--- config.mk ---
export PLATFORM = sky130hd
export DESIGN_NAME = uart_rx
export DESIGN_NICKNAME = d
export VERILOG_FILES = /design/src/rtl/uart_rx.sv
export SDC_FILE = /design/constraint.sdc
export NUM_CORES = 1
export LEC_CHECK = 0
export CAP_MARGIN = 10
export CORE_MARGIN = 2
export CORE_UTILIZATION = 35
export CTS_BUF_LIST = sky130_fd_sc_hd__clkbuf_4 sky130_fd_sc_hd__clkbuf_8
export DETAILED_ROUTE_END_ITERATION = 10
export DONT_BUFFER_PORTS = 1
export PLACE_DENSITY = 0.46
export SETUP_SLACK_MARGIN = 0.2
export SYNTH_ARGS = -nofsm -noshare
export SYNTH_HDL_FRONTEND = slang
export SYNTH_SLANG_ARGS = --single-unit
export TNS_END_PERCENT = 10
--- constraint.sdc ---
create_clock -name Clock -period 3.46 [get_ports Clock]
set_clock_uncertainty 0.15 [all_clocks]
set_input_delay 0.692 -clock Clock [delete_from_list [all_inputs] [get_ports Clock]]
set_output_delay 0.692 -clock Clock [all_outputs]
set_load 0.03 [all_outputs]
--- src/rtl/uart_rx.sv ---
// rtl/uart_rx.sv - 16x oversampled UART receiver with hold register and valid/ack handshake
// Optional even-parity check enabled by defining UART_RX_PARITY_EN.
module uart_rx #(
    parameter int OVERSAMPLE   = 16,
    parameter int SAMPLE_POINT = 7
) (
    input  logic       Clock,
    input  logic       Reset,
    input  logic       Tick,
    input  logic       Rx_in,
    input  logic [3:0] N_bits,
    input  logic       Rd_ack,
    output logic [7:0] Message_out,
    output logic       Rx_valid,
    output logic       Rx_done,
    output logic       Frame_err,
    output logic       Overrun,
    output logic       Parity_err
);

    localparam logic [3:0] TLAST = 4'(OVERSAMPLE - 1);
    localparam logic [3:0] TMID  = 4'(SAMPLE_POINT);

`ifdef UART_RX_PARITY_EN
    typedef enum logic [2:0] {IDLE, START, DATA, PARITY, STOP} state_t;
`else
    typedef enum logic [2:0] {IDLE, START, DATA, STOP} state_t;
`endif

    state_t     state, state_nxt;
    logic       rx_m, rx_s;
    logic       armed;
    logic [3:0] tcnt, bcnt, nlat;
    logic [7:0] shreg;
    logic [7:0] word;
    logic [3:0] n_clamp;
    logic       start_ok, sample_bit, frame_done, last_bit;

    always_ff @(posedge Clock or negedge Reset) begin
        if (!Reset) begin
            rx_m <= 1'b1;
            rx_s <= 1'b1;
        end else begin
            rx_m <= Rx_in;
            rx_s <= rx_m;
        end
    end

    always_ff @(posedge Clock or negedge Reset) begin
        if (!Reset) state <= IDLE;
        else        state <= state_nxt;
    end

    assign last_bit = (bcnt == nlat - 4'd1);

    always_comb begin
        state_nxt = state;
        case (state)
            IDLE:   if (Tick && armed && !rx_s) state_nxt = START;
            START:  if (Tick && tcnt == TMID) state_nxt = rx_s ? IDLE : DATA;
`ifdef UART_RX_PARITY_EN
            DATA:   if (Tick && tcnt == TLAST && last_bit) state_nxt = PARITY;
            PARITY: if (Tick && tcnt == TLAST) state_nxt = STOP;
`else
            DATA:   if (Tick && tcnt == TLAST && last_bit) state_nxt = STOP;
`endif
            STOP:   if (Tick && tcnt == TLAST) state_nxt = IDLE;
            default: state_nxt = IDLE;
        endcase
    end

    always_comb begin
        start_ok   = (state == START) && Tick && (tcnt == TMID) && !rx_s;
        sample_bit = (state == DATA) && Tick && (tcnt == TLAST);
        frame_done = (state == STOP) && Tick && (tcnt == TLAST);
    end

    always_comb begin
        n_clamp = N_bits;
        if (N_bits < 4'd5) n_clamp = 4'd5;
        else if (N_bits > 4'd8) n_clamp = 4'd8;
    end

    // Bits shift in from the top, so the received word ends up in the upper nlat bits
    assign word = shreg >> (4'd8 - nlat);

    always_ff @(posedge Clock or negedge Reset) begin
        if (!Reset) begin
            armed <= 1'b0;
            tcnt  <= 4'd0;
            bcnt  <= 4'd0;
            nlat  <= 4'd8;
            shreg <= 8'd0;
        end else begin
            if (state != IDLE)
                armed <= 1'b0;
            else if (Tick && rx_s)
                armed <= 1'b1;
            if (Tick) begin
                if (state == IDLE || start_ok) tcnt <= 4'd0;
                else                           tcnt <= tcnt + 4'd1;
            end
            if (start_ok) begin
                bcnt <= 4'd0;
                nlat <= n_clamp;
            end else if (sample_bit) begin
                bcnt <= bcnt + 4'd1;
            end
            if (sample_bit)
                shreg <= {rx_s, shreg[7:1]};
        end
    end

    always_ff @(posedge Clock or negedge Reset) begin
        if (!Reset) begin
            Message_out <= 8'd0;
            Rx_valid    <= 1'b0;
            Rx_done     <= 1'b0;
            Frame_err   <= 1'b0;
            Overrun     <= 1'b0;
        end else begin
            Rx_done <= frame_done;
            if (frame_done) begin
                Message_out <= word;
                Rx_valid    <= 1'b1;
                Frame_err   <= ~rx_s;
                // An ack on the completion cycle consumes the old word, so the new one is not an overrun
                if (Rx_valid) Overrun <= ~Rd_ack;
            end else if (Rd_ack && Rx_valid) begin
                Rx_valid <= 1'b0;
                Overrun  <= 1'b0;
            end
        end
    end

`ifdef UART_RX_PARITY_EN
    logic par_bit;

    always_ff @(posedge Clock or negedge Reset) begin
        if (!Reset) begin
            par_bit    <= 1'b0;
            Parity_err <= 1'b0;
        end else begin
            if (state == PARITY && Tick && tcnt == TLAST)
                par_bit <= rx_s;
            if (frame_done)
                Parity_err <= (^word) ^ par_bit;
        end
    end
`else
    assign Parity_err = 1'b0;
`endif

endmodule

; ---- After elaboration in Yosys (flattened, before gate mapping)
; Cells that the tools add are included.
[totals]
wordCells = 73
output_inout_bits = 13
register_bits = 38
[classes]
n_bitwise = 2
n_eq_ne = 11
magnitude_cmp = 2
reduce_logical = 23
shift = 1
muxes = 17
n_addsub = 4
[op_table]
columns = op, count
row1 = 4-bit two-way mux, 5
row2 = 1-bit logical AND, 14
row3 = 3-bit two-way mux, 4
row4 = 3-bit one-hot mux with 4 select lines, 1
row5 = "2-bit inequality test, second input constant", 5
row6 = "4-bit by 1-bit adder with 4-bit output, second input constant", 2
row7 = 8-bit by 4-bit right shift with 8-bit output, 1
row8 = "3-bit by 2-bit equality test with 1-bit output, second input constant", 2
row9 = 1-bit two-way mux, 6
row10 = 2-bit nonzero test, 3
row11 = "4-bit by 3-bit equality test with 1-bit output, second input constant", 1
row12 = 4-bit equality test, 1
row13 = "4-bit equality test, second input constant", 1
row14 = "4-bit greater-than comparator, second input constant", 1
row15 = "4-bit by 3-bit less-than comparator with 1-bit output, second input constant", 1
row16 = 4-bit AND reduction, 1
row17 = "4-bit by 1-bit subtractor with 4-bit output, second input constant", 1
row18 = "4-bit subtractor, first input constant", 1
row19 = "3-bit by 1-bit equality test with 1-bit output, second input constant", 1
row20 = 3-bit logical NOT, 1
row21 = 3-bit nonzero test, 1
row22 = 2-bit two-way mux, 1
row23 = 1-bit NOT, 2
row24 = 2-bit AND reduction, 1
row25 = 2 further kinds, 2

; ---- Longest topological paths before layout
[depth]
depth_word = 6
ltp_mapped = 8
mapped_depth_nobuf = 6

; ---- Least setup slack after synthesis
; No wires, ideal clock.
[synth_path]
kind = reg2reg
start = register nlat[0]
end = register Message_out[0]
path_buffers = 2
t_required_ns = 3.234
path_slack_ns = 1.493
arrival_time_ns = 1.740
setup_time_ns = 0.076
stages_incl_launch_ff = 8
path_cell_list = dfrtp_1 > buf_6 > inv_2 > ha_1 > buf_4 > mux2i_1 > mux4_2 > o21ai_1
[synth_via]
elab_chain_cells = 2
[synth_lines]
columns = item, line_no
row1 = "start, declared", 33  ; logic [3:0] tcnt, bcnt, nlat;
row2 = "start signal, assigned", 105  ; nlat <= n_clamp;
row3 = 4-bit subtractor, 85  ; assign word = shreg >> (4'd8 - nlat);
row4 = 8-bit by 4-bit right shift with 8-bit output, 85
row5 = "end signal, assigned", 124  ; Message_out <= word;
row6 = "end, declared", 13  ; output logic [7:0] Message_out,
; No other way between the ends.
; A chain may end at the register's enable or synchronous reset.

; ---- Final worst setup path
[layout_path]
start = register nlat[0]
end = register Message_out[5]
; Same word-level chain as after synthesis.

==> impl_metrics.toml <==
[setup_path]
critical_path.max_fanout = 11
critPathLaunchType = "flop"
arrival_ns = 2.43
ff2ff_setup_slack_ns = 1.05
worstPathRequired_ns = 3.49
critPathCaptureType = "flop"
worstSetupPathType = "reg2reg"

[global_route]
antenna_found_initial = 0
grt_pass1_vias = 1220
grt_max_degree = 35
track_usage_pct = 13.30
grt_pass1_wl_um = 6175
grt-ovfl-total = 0

[clock_tree]
numCtsBuffers = 5
clock_latency_ns = 0.29
clk_path_buf_depth = 2
clkTransAtPathRegs_ns = 0.07
cts_tree = "done"
htreeDepth = 2
root_buffer = "clkbuf_8"
cts.sinks = 37

[place]
port_buffers = 0
place.gp.congestion = 0.8345
place_hpwl_um = 2496
post-place-cells = 231
dpl_worst_slack_ns = 1.080

[cells_and_area]
final_util_pct = 40.00
areaGrowthSynthToFinish_pct = 9.745
num-fill-cells = 509
final_nets = 182
drive_gt1_share_pct = 18.82
multiInputGateArea_sq_um = 848.3
final_cell_count_no_fill = 240
seq_area_sq_um = 929.6
antenna_cells = 0

[synth]
synth_edf_count = 0
dominantRegCellSynth = "dfrtp_1"
async_reset_ff_share_pct = 100.0
yosys_warnings = 0
syn-num-nets = 181
syn_avg_cell_area_sq_um = 11.08
synth_cell_types = 42
ys_seq_area_share_pct = 49.93
synthesis.instances = 168
ys_ff_latch = 37
syn_area_sq_mm = 0.001862

[power]
comb_power_share_pct = 22.1
swShare_pct = 31.19
internal_power_w = 0.0008592
ir_drop_v = 0.0002219
p_leak_nw = 0.9044
power.share.clock_pct = 31.3
power_frac_seq_pct = 46.6
powerDensity_mw_per_mm2 = 611.1
netSwitchingPower_w = 0.0003894

[die]
die_width_um = 76.94
fp.dieH_um = 76.94
coreArea_sq_mm = 0.005107
rows = 26
die_area_sq_mm = 0.005919
initial_core_util_pct = 36.45
io_pins = 22

[min_path]
hp-class = "in2async"

[run]
drv_cap = 0

[detailed_routing]
drc_errors = 0
via_per_inst = 5.008
antenna_left = 0
wl_um = 3493
detail_route.wl_per_cell_um = 14.55
dr_total_vias = 1202
first_pass_iters = 4
first_iter_violations = 97

[sta]
finalCritPeriodShare_pct = 69.55
setup_slack_ns = 1.053
setup_viol = 0
fmax_mhz = 415.5
slew_headroom_pct = 63.83
layout_min_cycle_time_ns = 2.407
setup_tns_ns = 0
finalHoldViolations = 0
rsz0062_at_grt = "no"
report.final.slew_viol_count = 0
worstMarginPinSlew_ns = 0.5408

[run_status]
status = "completed"
-- cells by family (layout without fill, tap and decap cells) --
logic type	count (synthesis)	after routing	share of synthesized area (%)
xor gates and xnor gates	11	11	5.579
buffers and inverters	16	18	4.503
DFF	37	37	49.93
AOI/OAI and AO/OA	29	29	9.677
adders and majority gates	4	4	2.688
and+or+nand+nor	47	47	13.71
other	1	1	0.2014
muxes	23	23	13.71
-- cells in the mapped netlist (2+ instances only) --
| master | count | area [sq um] |
|---|---|---|
| mux2_2 | 10 | 112.6 |
| nor2_1 | 9 | 33.78 |
| nor3_1 | 3 | 15.01 |
| buf_4 | 4 | 30.03 |
| a21oi_1 | 7 | 35.03 |
| nand3_1 | 3 | 15.01 |
| ha_1 | 4 | 50.05 |
| o21ai_1 | 2 | 10.01 |
| nand3b_1 | 2 | 15.01 |
| clkbuf_1 | 2 | 7.510 |
| nor4_1 | 3 | 18.77 |
| a31oi_1 | 2 | 12.51 |
| nand2b_1 | 2 | 12.51 |
| xnor2_1 | 8 | 70.07 |
| inv_1 | 7 | 26.28 |
| dfrtp_1 | 34 | 850.8 |
| dfstp_2 | 3 | 78.83 |
| o21bai_1 | 2 | 15.01 |
| o22ai_1 | 3 | 18.77 |
| o21ai_0 | 8 | 40.04 |
| nand2_1 | 14 | 52.55 |
| mux2i_1 | 12 | 120.1 |
| xor2_1 | 2 | 17.52 |
| a32o_1 | 4 | 40.04 |
-- worst max-delay path, stage by stage, from the launching register on --
cell	delay, ns
dfrtp_1	0.54
inv_2	0.17
ha_1	0.61
mux2i_1	0.37
o21ai_0	0.17
a32o_1	0.29
-- registers in the layout, indices dropped and copies added, names as in the netlist, 2 cells and up --
name / count
Message_out: 8
shreg: 8
bcnt: 4
nlat: 4
tcnt: 4
state: 2
-- cell type report --
| class | count | share of cell area [%] |
|---|---|---|
| clock inverters | 1 | 1.470 |
| well taps | 70 | 4.287 |
| multi-input cells | 115 | 41.52 |
| repair buffers | 2 | 1.347 |
| clock buffers | 7 | 4.409 |
| inverters | 8 | 1.470 |
| flip-flops and latches | 37 | 45.50 |
-- routing by layer --
metal  GRT usage [%]  up-vias  wire, um
li1                -      586         -
met1           17.99      586      1632
met2           19.21       25      1576
met3           4.824        5       221
met4           5.455        0        62
met5               0        -         0
-- power by group through the flow --
stage	logic, W	registers, W	clock network [W]
6_report	0.000276	0.000582	0.000391
5_1_grt	0.000310	0.000594	0.000428
4_1_cts	0.000279	0.000582	0.000405
3_5_place_dp	0.000268	0.000590	0
3_3_place_gp	0.000261	0.000585	0
2_1_floorplan	0.000292	0.000535	0
-- metrics by stage --
step | power [W] | instance area [sq um] | hold slack (ns)
final | 0.001249 | 2043 | 0.07643
after global routing | 0.001332 | 2043 | 0.06939
after CTS | 0.001266 | 2043 | 0.07352
after detailed placement | 0.0008578 | 1903 | 0.1975
after global placement | 0.0008468 | 1903 | 0.1962
after floorplan | 0.0008273 | 1862 | 0.1952
-- cell usage in the layout (no fill, tap or decap), drive strengths merged, types with 3 or more instances in the layout --
cell	instances
a32o	4
mux2i	12
xnor2	8
clkbuf	7
a21oi	7
nor3	5
dfstp	3
inv	8
dfrtp	34
o21ai	10
nand2	15
mux2	10
ha	4
nand3	3
xor2	3
o22ai	3
nor4	3
nor2	10
-- final timing paths --
path                                                   end                 from  cells after the start
worst max register to register  Message_out[5]$_DFFE_PN0P_  nlat[0]$_DFFE_PN0P_                      5
worst max-delay path            Message_out[5]$_DFFE_PN0P_  nlat[0]$_DFFE_PN0P_                      5
worst min register to register              rx_s$_DFF_PN1_       rx_m$_DFF_PN1_                      0
max in group asynchronous             shreg[0]$_DFFE_PN0P_                Reset                      1
min in group Clock                          rx_s$_DFF_PN1_       rx_m$_DFF_PN1_                      0
worst min-delay path                   tcnt[1]$_DFFE_PN0P_                Reset                      1
-- what timing repair did --
action / CTS / global route
hold buffers: 1 / 0
gates resized for setup: 0 / 0
endpoints found under the hold margin: 34 / 0
buffers inserted: 0 / 0
Power figures use the tool's default switching activity.
